<file path="src/rtl/riscv_pkg.sv">
// Shared RISC-V decode definitions: widths, base opcodes and immediate formats.
package riscv_pkg;

    localparam int RV_XLEN = 32;
    localparam int RV_AW   = 5;

    localparam logic [6:0] OPC_LUI    = 7'b0110111;
    localparam logic [6:0] OPC_AUIPC  = 7'b0010111;
    localparam logic [6:0] OPC_JAL    = 7'b1101111;
    localparam logic [6:0] OPC_JALR   = 7'b1100111;
    localparam logic [6:0] OPC_BRANCH = 7'b1100011;
    localparam logic [6:0] OPC_LOAD   = 7'b0000011;
    localparam logic [6:0] OPC_STORE  = 7'b0100011;
    localparam logic [6:0] OPC_OPIMM  = 7'b0010011;
    localparam logic [6:0] OPC_OP     = 7'b0110011;

    typedef enum logic [2:0] {
        FMT_NONE = 3'd0,
        FMT_I    = 3'd1,
        FMT_S    = 3'd2,
        FMT_B    = 3'd3,
        FMT_U    = 3'd4,
        FMT_J    = 3'd5
    } imm_fmt_e;

    function automatic logic is_legal(input logic [6:0] opcode);
        case (opcode)
            OPC_LUI, OPC_AUIPC, OPC_JAL, OPC_JALR, OPC_BRANCH,
            OPC_LOAD, OPC_STORE, OPC_OPIMM, OPC_OP: is_legal = 1'b1;
            default:                                is_legal = 1'b0;
        endcase
    endfunction

endpackage

</file>
<file path="src/rtl/imm_decode.sv">
// Combinational immediate decoder: instruction word to format and sign-extended immediate.
module imm_decode
    import riscv_pkg::*;
#(
    parameter int XLEN = RV_XLEN
) (
    input  logic [XLEN-1:0] i_inst,
    output imm_fmt_e        o_fmt,
    output logic [XLEN-1:0] o_imm
);

    always_comb begin
        o_fmt = FMT_NONE;
        case (i_inst[6:0])
            OPC_LUI, OPC_AUIPC:            o_fmt = FMT_U;
            OPC_JAL:                       o_fmt = FMT_J;
            OPC_JALR, OPC_LOAD, OPC_OPIMM: o_fmt = FMT_I;
            OPC_STORE:                     o_fmt = FMT_S;
            OPC_BRANCH:                    o_fmt = FMT_B;
            default:                       o_fmt = FMT_NONE;
        endcase
    end

    // OP and illegal opcodes fall into FMT_NONE and carry a zero immediate.
    always_comb begin
        o_imm = '0;
        case (o_fmt)
            FMT_I:   o_imm = {{(XLEN-11){i_inst[31]}}, i_inst[30:20]};
            FMT_S:   o_imm = {{(XLEN-11){i_inst[31]}}, i_inst[30:25], i_inst[11:7]};
            FMT_B:   o_imm = {{(XLEN-12){i_inst[31]}}, i_inst[7], i_inst[30:25],
                              i_inst[11:8], 1'b0};
            FMT_U:   o_imm = {{(XLEN-31){i_inst[31]}}, i_inst[30:12], 12'b0};
            FMT_J:   o_imm = {{(XLEN-20){i_inst[31]}}, i_inst[19:12], i_inst[20],
                              i_inst[30:21], 1'b0};
            default: o_imm = '0;
        endcase
    end

endmodule

</file>
<file path="src/rtl/decode_issue.sv">
// Decode/issue stage: field decode, pending-write scoreboard, one registered issue slot
// and register-file read address steering.
module decode_issue
    import riscv_pkg::*;
#(
    parameter int XLEN = RV_XLEN,
    parameter int A    = RV_AW
) (
    input  logic              clk,
    input  logic              rst_n,
    input  logic              in_valid,
    output logic              in_ready,
    input  logic [XLEN-1:0]   in_inst,
    input  logic [XLEN-1:0]   in_pc,
    output logic [A-1:0]      rf_raddr1,
    output logic [A-1:0]      rf_raddr2,
    output logic              out_valid,
    input  logic              out_ready,
    output logic [XLEN-1:0]   out_pc,
    output logic [6:0]        out_opcode,
    output logic [2:0]        out_funct3,
    output logic              out_funct7b5,
    output logic [A-1:0]      out_rs1,
    output logic [A-1:0]      out_rs2,
    output logic [A-1:0]      out_rd,
    output logic [XLEN-1:0]   out_imm,
    output logic              out_we,
    output logic              out_illegal,
    input  logic              wb_valid,
    input  logic [A-1:0]      wb_rd,
    input  logic              flush,
    output logic [2**A-1:0]   dbg_pending
);

    logic [6:0]      w_opcode;
    logic [2:0]      w_funct3;
    logic            w_funct7b5;
    logic [A-1:0]    w_rs1;
    logic [A-1:0]    w_rs2;
    logic [A-1:0]    w_rd;
    imm_fmt_e        w_fmt;
    logic [XLEN-1:0] w_imm;
    logic            w_legal;
    logic            w_uses_rs1;
    logic            w_uses_rs2;
    logic            w_writes_rd;
    logic            w_hazard;
    logic            w_accept;
    logic [2**A-1:0] w_pending_nxt;

    logic [2**A-1:0] r_pending;
    logic            r_out_valid;
    logic [XLEN-1:0] r_out_pc;
    logic [6:0]      r_out_opcode;
    logic [2:0]      r_out_funct3;
    logic            r_out_funct7b5;
    logic [A-1:0]    r_out_rs1;
    logic [A-1:0]    r_out_rs2;
    logic [A-1:0]    r_out_rd;
    logic [XLEN-1:0] r_out_imm;
    logic            r_out_we;
    logic            r_out_illegal;

    assign w_opcode   = in_inst[6:0];
    assign w_funct3   = in_inst[14:12];
    assign w_funct7b5 = in_inst[30];
    assign w_rs1      = in_inst[19:15];
    assign w_rs2      = in_inst[24:20];
    assign w_rd       = in_inst[11:7];

    imm_decode #(.XLEN(XLEN)) u_imm_decode (
        .i_inst (in_inst),
        .o_fmt  (w_fmt),
        .o_imm  (w_imm)
    );

    // Stores and branches are the only legal formats without a destination.
    assign w_legal     = is_legal(w_opcode);
    assign w_uses_rs1  = w_legal && !(w_opcode == OPC_LUI || w_opcode == OPC_AUIPC
                                      || w_opcode == OPC_JAL);
    assign w_uses_rs2  = (w_fmt == FMT_S) || (w_fmt == FMT_B) || (w_opcode == OPC_OP);
    assign w_writes_rd = w_legal && (w_rd != '0) && (w_fmt != FMT_S) && (w_fmt != FMT_B);

    assign w_hazard = in_valid && ((w_uses_rs1  && r_pending[w_rs1]) ||
                                   (w_uses_rs2  && r_pending[w_rs2]) ||
                                   (w_writes_rd && r_pending[w_rd]));

    // Handshake: a transfer happens on an edge where valid && ready. Upstream holds
    // in_inst/in_pc while in_valid waits; the slot holds every out_* field while
    // out_valid && !out_ready. in_ready never depends on a registered in_valid.
    assign in_ready = !flush && !w_hazard && (!r_out_valid || out_ready);
    assign w_accept = in_valid && in_ready;

    // Later writes win: flush release, then writeback clear, then issue set.
    always_comb begin
        w_pending_nxt = r_pending;
        if (flush && r_out_valid && r_out_we) begin
            w_pending_nxt[r_out_rd] = 1'b0;
        end
        if (wb_valid) begin
            w_pending_nxt[wb_rd] = 1'b0;
        end
        if (w_accept && w_writes_rd) begin
            w_pending_nxt[w_rd] = 1'b1;
        end
        w_pending_nxt[0] = 1'b0;
    end

    always_ff @(posedge clk or negedge rst_n) begin
        if (!rst_n) begin
            r_pending      <= '0;
            r_out_valid    <= 1'b0;
            r_out_pc       <= '0;
            r_out_opcode   <= '0;
            r_out_funct3   <= '0;
            r_out_funct7b5 <= 1'b0;
            r_out_rs1      <= '0;
            r_out_rs2      <= '0;
            r_out_rd       <= '0;
            r_out_imm      <= '0;
            r_out_we       <= 1'b0;
            r_out_illegal  <= 1'b0;
        end else begin
            r_pending <= w_pending_nxt;
            if (flush) begin
                r_out_valid <= 1'b0;
            end else if (w_accept) begin
                r_out_valid <= 1'b1;
            end else if (out_ready) begin
                r_out_valid <= 1'b0;
            end
            if (w_accept) begin
                r_out_pc       <= in_pc;
                r_out_opcode   <= w_opcode;
                r_out_funct3   <= w_funct3;
                r_out_funct7b5 <= w_funct7b5;
                r_out_rs1      <= w_rs1;
                r_out_rs2      <= w_rs2;
                r_out_rd       <= w_rd;
                r_out_imm      <= w_imm;
                r_out_we       <= w_writes_rd;
                r_out_illegal  <= !w_legal;
            end
        end
    end

    // Read addresses lead the slot by one cycle so RF data aligns with the issued slot.
    assign rf_raddr1 = w_accept ? w_rs1 : r_out_rs1;
    assign rf_raddr2 = w_accept ? w_rs2 : r_out_rs2;

    assign out_valid    = r_out_valid;
    assign out_pc       = r_out_pc;
    assign out_opcode   = r_out_opcode;
    assign out_funct3   = r_out_funct3;
    assign out_funct7b5 = r_out_funct7b5;
    assign out_rs1      = r_out_rs1;
    assign out_rs2      = r_out_rs2;
    assign out_rd       = r_out_rd;
    assign out_imm      = r_out_imm;
    assign out_we       = r_out_we;
    assign out_illegal  = r_out_illegal;
    assign dbg_pending  = r_pending;

endmodule

</file>
<file path="config.mk">
export PLATFORM = sky130hd
export DESIGN_NAME = decode_issue
export DESIGN_NICKNAME = d
export VERILOG_FILES = /design/src/rtl/riscv_pkg.sv /design/src/rtl/imm_decode.sv /design/src/rtl/decode_issue.sv
export SDC_FILE = /design/constraint.sdc
export NUM_CORES = 1
export LEC_CHECK = 0
export CORE_ASPECT_RATIO = 2
export CORE_MARGIN = 3
export CORE_UTILIZATION = 30
export CTS_CLUSTER_DIAMETER = 40
export DETAILED_ROUTE_END_ITERATION = 10
export PLACE_DENSITY = 0.54
export SLEW_MARGIN = 15
export SYNTH_ARGS = -nofsm -noshare
export SYNTH_HDL_FRONTEND = slang
export SYNTH_HIERARCHICAL = 1
export SYNTH_SLANG_ARGS = --single-unit
</file>
<file path="constraint.sdc">
create_clock -name clk -period 3.4 [get_ports clk]
set_input_delay 0.34 -clock clk [delete_from_list [all_inputs] [get_ports clk]]
set_output_delay 0.34 -clock clk [all_outputs]
set_load 0.02 [all_outputs]
</file>
==> load_flow_metrics.sql, run 1 <==
INSERT INTO impl_metrics (metric_group, metric, value, unit) VALUES
('route', 'route.detailed.wl_per_inst', '24.5', 'µm'),
('status', 'outcome', 'finished clean', ''),
('route', 'dr.pass1.iters', '5', ''),
('placement', 'dp_slack', '-423', 'ps'),
('die', 'die_height', '219', 'µm'),
('power_and_ir_drop', 'p_total', '4.83', 'mW'),
('finish', 'drive_above_1_share', '32.1', '%'),
('logic_synthesis', 'asyncSetResetFlopFracSynth', '100', '%'),
('power_and_ir_drop', 'netSwitchingFraction', '30.9', '%'),
('die', 'core', '22300', 'µm²'),
('clock_network', 'tritoncts', 'done', ''),
('logic_synthesis', 'synth.avg_cell_area', '12.4', 'µm²'),
('setup_path', 'worst-endpoint-required', '3060', 'ps'),
('die', 'initial_core_util', '30.6', '%'),
('finish', 'multiInputGateArea', '3520', 'µm²'),
('finish', 'final_nets', '899', ''),
('timing', 'final-max-slew-violation-count', '0', ''),
('clock_network', 'cts-buffers-inserted', '17', ''),
('logic_synthesis', 'syn_area', '6810', 'µm²'),
('setup_path', 'worstSetupEndpointType', 'output port', ''),
('global_routing', 'grt_first_pass_wirelength', '41300', 'µm'),
('clock_network', 'number_of_buffers_on_the_longest_clock_path', '2', ''),
('power_and_ir_drop', 'leakagePower', '4.75', 'nW'),
('finish', 'sequential_cell_area', '3100', 'µm²'),
('placement', 'buffer_ports.inserted', '209', ''),
('setup_path', 'worst-r2r-setup-slack', '510', 'ps'),
('setup_path', 'worst-endpoint-arrival', '3000', 'ps'),
('logic_synthesis', 'dominantRegCellSynth', 'sky130_fd_sc_hd__dfrtp_1', ''),
('global_routing', 'antenna_violations_before_repair', '1', ''),
('setup_path', 'cp_slowest_cell', 'sky130_fd_sc_hd__clkdlybuf4s50_1', ''),
('clock_network', 'worst_skew_pair_latency', '430', 'ps'),
('timing', 'finalClockSkew', '7.90', 'ps'),
('global_routing', 'first_global_vias', '6636', ''),
('logic_synthesis', 'post_synth_main_area_contributors', 'sky130_fd_sc_hd__dfrtp_1 46%, sky130_fd_sc_hd__mux2_4 9.9%, sky130_fd_sc_hd__mux2_2 8.1%', ''),
('logic_synthesis', 'netlist-cell-type-count', '59', ''),
('timing', 'layout_min_cycle_time', '3340', 'ps'),
('route', 'total_vias_in_the_final_route', '6148', ''),
('timing', 'max-slew-margin-rel', '46.7', '%'),
('power_and_ir_drop', 'net-switching-power', '1.49', 'mW'),
('power_and_ir_drop', 'power.share.combinational', '27.3', '%'),
('flow_run', 'max-cap-violations', '0', ''),
('timing', 'hold_viol_final', '0', ''),
('clock_network', 'path_clk_slew', '60', 'ps'),
('power_and_ir_drop', 'irDropWorstVdd', '0.347', 'mV'),
('power_and_ir_drop', 'pwr-share-seq', '36.8', '%'),
('route', 'routed_via_density', '5.52', ''),
('logic_synthesis', 'synth_fp_nets', '623', ''),
('route', 'remaining_drc_errors', '0', ''),
('die', 'floorplan.die_area', '24700', 'µm²'),
('hold_path', 'type_of_the_worst_min_delay_path', 'in2reg', ''),
('logic_synthesis', 'synth.yosys.warnings', '6', ''),
('route', 'wl', '27300', 'µm'),
('logic_synthesis', 'synth_area_leader_cell', 'sky130_fd_sc_hd__dfrtp_1', ''),
('setup_path', 'reg2reg_from', 'dbg_pending[27]', ''),
('timing', 'actual_slew_at_the_worst_max_slew_pin', '798', 'ps'),
('setup_path', 'criticalPathCategory', 'in2out', ''),
('clock_network', 'cts.sinks', '124', ''),
('die', 'rows', '77', ''),
('setup_path', 'worstPathMaxFanout', '9', ''),
('route', 'post_drt_antenna_nets', '0', ''),
('timing', 'fin_tns_setup', '0', 'ps'),
('global_routing', 'track_usage', '22.1', '%'),
('hold_path', 'worst_hold_startpoint', 'in_inst[2]', ''),
('clock_network', 'htreeDepth', '4', ''),
('logic_synthesis', 'synth-seq-area-share', '45.5', '%'),
('timing', 'post-route-period-util', '98.1', '%'),
('placement', 'finalWeightedCongestion', '0.916', ''),
('die', 'chipWidth', '113', 'µm'),
('setup_path', 'critical-path-max-stage-delay', '580', 'ps'),
('finish', 'final_cell_mix', '193 x sky130_fd_sc_hd__clkdlybuf4s50_1, 123 x sky130_fd_sc_hd__dfrtp_1, 77 x sky130_fd_sc_hd__buf_4', ''),
('timing', 'setup_ws', '64.0', 'ps');
## critical path: cells and delay by family
kind,cells,cell delay (ps)
multiplexers,1,310
AND/OR/NAND/NOR,2,200
AO/OA/AOI/OAI,3,1000
buffers and inverters,4,1140
## routing by layer
layer | vias up | share of wire (%) | wire length, µm | global-route usage, %
li1 | 2660 | - | - | -
met1 | 3086 | 35 | 9620 | 24.2
met4 | 0 | 5.0 | 1380 | 11.5
met2 | 319 | 54 | 14800 | 39.7
met3 | 83 | 5.7 | 1550 | 4.58
met5 | - | 0 | 0 | 0
## registers in the layout (all words and copies together) (netlist names)
signal        flops
out_valid         1
dbg_pending      31
out_funct3        3
out_funct7b5      1
out_rs1           5
out_rd            5
out_imm          32
out_we            1
out_opcode        7
out_rs2           5
out_pc           32
out_illegal       1
## cell usage after synthesis, drive strengths merged, types with 2 or more instances
cell	number
o21ai	32
buf	23
o21a	2
nand3	11
nand2	15
nor2	20
clkbuf	12
a21oi	21
or3	5
or2	2
a221oi	3
mux4	19
inv	5
or3b	4
o211ai	2
nor3	10
a41o	17
nand3b	9
and3b	2
a211oi	2
mux2	94
o32ai	2
a211o	2
nand2b	7
mux2i	10
a21o	19
dfrtp	124
nand4b	2
nor2b	19
and2	4
a21boi	2
o221ai	16
nand4	9
a31oi	2
nor3b	4
a22o	4
## per-stage QoR
step / std cells / utilization, % / cell area (µm²)
2_1_floorplan: 548 / - / 6810
3_3_place_gp: 1077 / 43.5 / 9690
3_5_place_dp: 1077 / 43.5 / 9690
4_1_cts: 1110 / 46.0 / 10200
5_1_grt: 1114 / 46.3 / 10300
6_report: 1114 / 46.3 / 10300
## power groups by stage
| stage | Combinational [mW] | Sequential [mW] | Clock (mW) |
|---|---|---|---|
| after floorplan | 0.458 | 1.96 | 0 |
| after global placement | 1.32 | 1.79 | 0 |
| after detailed placement | 1.33 | 1.80 | 0 |
| after CTS | 1.32 | 1.78 | 1.78 |
| after global routing | 1.39 | 1.80 | 1.84 |
| final | 1.32 | 1.78 | 1.73 |
## cells by family (layout without fill, tap and decap cells)
kind of cell | count (synthesis) | in the layout | synth area share, %
DFF | 124 | 124 | 45.5
AOI/OAI and AO/OA | 134 | 134 | 14.5
buffers and inverters | 41 | 330 | 3.43
other | 1 | 2 | 0.0550
muxes | 123 | 123 | 25.8
and+or+nand+nor | 125 | 125 | 10.7
## repair_timing
item                                   4_1_cts  5_1_grt
endpoints found under the hold margin       43        0
resized for setup                           48       13
setup buffers                                0        2
gates cloned                                 0        1
pin swaps                                    1        4
setup endpoints to repair                   11       11
hold buffers                                 1        0
## path summary, 6_finish.rpt
kind | to | depth (start not counted)
setup / recovery | rf_raddr2[0] | 10
hold / removal | out_opcode[2] | 2
setup reg to reg | out_pc[28] | 9
hold reg to reg | out_pc[19] | 1
max in group asynchronous | out_rd[3] | 3
min in group asynchronous | out_rs1[2] | 2
## final cells by class
type	count	share of cell area, %
clock buffers	21	4.66
multi-input cells	383	34.1
inverters	6	0.218
clock inverters	11	0.813
diodes	1	0.0243
well taps	276	3.35
repair buffers	292	26.7
flip-flops and latches	124	30.1
(Power assumes the default switching activity.)
==> run 2, diff against run 1 <==
--- a/config.mk
+++ b/config.mk
@@ -10,7 +10,8 @@
 export CORE_UTILIZATION = 30
 export CTS_CLUSTER_DIAMETER = 40
 export DETAILED_ROUTE_END_ITERATION = 10
-export PLACE_DENSITY = 0.54
+export DONT_BUFFER_PORTS = 1
+export PLACE_DENSITY = 0.42
 export SLEW_MARGIN = 15
 export SYNTH_ARGS = -nofsm -noshare
 export SYNTH_HDL_FRONTEND = slang
==> load_flow_metrics.sql, run 2 (synthesis results as in run 1) <==
INSERT INTO impl_metrics (metric_group, metric, value, unit) VALUES
('power_and_ir_drop', 'p_total', '4.44', 'mW'),
('timing', 'final-max-slew-violation-count', '0', ''),
('hold_path', 'type_of_the_worst_min_delay_path', 'in2reg', ''),
('clock_network', 'path_clk_slew', '60', 'ps'),
('placement', 'buffer_ports.inserted', '0', ''),
('die', 'floorplan.die_area', '24700', 'µm²'),
('placement', 'post_dp_cell_area', '7150', 'µm²'),
('setup_path', 'critical-path-max-stage-delay', '520', 'ps'),
('route', 'route.detailed.wl_per_inst', '29.5', 'µm'),
('setup_path', 'worstSetupEndpointType', 'output port', ''),
('timing', 'finalClockSkew', '8.56', 'ps'),
('clock_network', 'number_of_buffers_on_the_longest_clock_path', '2', ''),
('timing', 'fmax', '0.304', 'GHz'),
('finish', 'mostFrequentLayoutCell', 'sky130_fd_sc_hd__dfrtp_1', ''),
('flow_run', 'max-cap-violations', '0', ''),
('setup_path', 'worst-endpoint-required', '3060', 'ps'),
('global_routing', 'antenna_violations_before_repair', '0', ''),
('die', 'rows', '77', ''),
('die', 'chipWidth', '113', 'µm'),
('route', 'dr.pass1.iters', '4', ''),
('setup_path', 'worstPathMaxFanout', '11', ''),
('finish', 'final_cell_mix', '110 x sky130_fd_sc_hd__dfrtp_1, 49 x sky130_fd_sc_hd__mux2_2, 45 x sky130_fd_sc_hd__mux2_4', ''),
('global_routing', 'grt_first_pass_wirelength', '36600', 'µm'),
('route', 'wl', '25000', 'µm'),
('status', 'outcome', 'finished clean', ''),
('power_and_ir_drop', 'cellPowerDensity', '565', 'nW/µm²'),
('placement', 'finalWeightedCongestion', '0.857', ''),
('timing', 'max-slew-margin-rel', '28.3', '%'),
('timing', 'finalSetupViolCount', '0', ''),
('route', 'remaining_drc_errors', '0', ''),
('setup_path', 'critical_path_cell_count', '6', ''),
('global_routing', 'track_usage', '20.2', '%'),
('setup_path', 'cp_num_buf_inv', '0', ''),
('clock_network', 'clockRootBuffer', 'sky130_fd_sc_hd__clkbuf_16', ''),
('clock_network', 'tritoncts', 'done', ''),
('placement', 'dp_hpwl', '18100', 'µm'),
('setup_path', 'cp_slowest_cell', 'sky130_fd_sc_hd__mux4_2', ''),
('finish', 'final_nets', '633', ''),
('clock_network', 'worst_skew_pair_latency', '430', 'ps'),
('setup_path', 'critical-path-top-delay-family', 'multiplexers', ''),
('clock_network', 'cts.sinks', '124', ''),
('finish', 'num_antenna_cells', '0', ''),
('timing', 'hold_viol_final', '0', ''),
('route', 'routed_via_density', '5.87', ''),
('global_routing', 'grt_start_max_net_pins', '125', ''),
('timing', 'layout_min_cycle_time', '3290', 'ps'),
('finish', 'syn2layout_area_growth', '15.4', '%'),
('setup_path', 'crit_top_cell', 'sky130_fd_sc_hd__mux4_2', ''),
('die', 'initial_core_util', '30.6', '%'),
('finish', 'drive_above_1_share', '36.3', '%'),
('die', 'die_height', '219', 'µm'),
('setup_path', 'criticalPathCategory', 'reg2out', ''),
('setup_path', 'cp_cell_sequence', 'mux4_2, mux4_2, nor2b_1, o311a_4, nand2_8, mux2_4', ''),
('route', 'total_vias_in_the_final_route', '4973', ''),
('setup_path', 'worst-endpoint-arrival', '2950', 'ps'),
('route', 'post_drt_antenna_nets', '0', ''),
('clock_network', 'htreeDepth', '4', ''),
('power_and_ir_drop', 'leakagePower', '3.63', 'nW'),
('timing', 'actual_slew_at_the_worst_max_slew_pin', '1070', 'ps'),
('power_and_ir_drop', 'irDropWorstVdd', '0.316', 'mV'),
('setup_path', 'setup.worst_path.start_class', 'flop', ''),
('finish', 'final_design_area_no_fill', '7860', 'µm²'),
('setup_path', 'worstRegToRegCells', '7', ''),
('timing', 'rsz0062_at_grt', 'false', ''),
('global_routing', 'grt.overflow.total', '0', ''),
('global_routing', 'first_global_vias', '5316', ''),
('die', 'top_level_ports', '211', ''),
('timing', 'post-route-period-util', '96.7', '%'),
('hold_path', 'min_delay_path_depth', '1', ''),
('die', 'core', '22300', 'µm²'),
('clock_network', 'cts-buffers-inserted', '17', ''),
('timing', 'fin_tns_setup', '0', 'ps'),
('route', 'detail_route.iter0.violations', '193', '');
## run 2: changes by cell type in the layout (fill, tap and decap cells not counted), sizes merged, moves of 3 or more
cell	change
clkbuf	-5
buf	-69
dlymetal6s2s	-3
clkdlybuf4s50	-193
## run 2: routing by layer
metal,share of wire [%],GRT usage [%]
met5,0,0
met4,4.1,9.39
met3,8.3,7.59
met2,55,36.5
met1,33,20.1
## run 2: metrics by stage
stage	hold slack [ps]	cells	util, %	worst slack [ps]
after floorplan	44.4	548	-	479
after global placement	48.7	808	32.1	388
after detailed placement	48.6	808	32.1	347
after CTS	23.8	844	35.1	3.14
after global routing	24.5	847	35.3	29.6
final	48.2	847	35.3	114
## run 2: cell type report
class,instances,area [µm²]
tap,276,345
clock inverter,14,159
fill,2174,14400
sequential,124,3120
timing repair buffer,25,263
multi-input combinational,384,3510
inverter,6,22.5
clock buffer,18,439
## run 2: path summary, 6_finish.rpt
| kind | from | slack, ps | endpoint |
|---|---|---|---|
| min reg2reg | out_pc[16] | 670 | out_pc[16] |
| min in group asynchronous | rst_n | 540 | out_imm[9] |
| min | in_pc[22] | 50 | out_pc[22] |
| max in group asynchronous | rst_n | 2280 | dbg_pending[23] |
| max | dbg_pending[29] | 110 | rf_raddr1[3] |
| max reg2reg | dbg_pending[29] | 450 | dbg_pending[4] |
## run 2: report_power, final
part           internal [mW]  switching, mW
Combinational          0.296          0.250
Sequential              1.64          0.384
Clock                   1.11          0.767
## run 2: repair_timing
action / CTS / global route
resized for setup: 11 / 5
pin swaps: 0 / 1
hold buffers: 3 / 0
buffers inserted: 1 / 2
endpoints found under the setup margin: 10 / 11
cloned: 0 / 1
hold endpoints to repair: 125 / 0
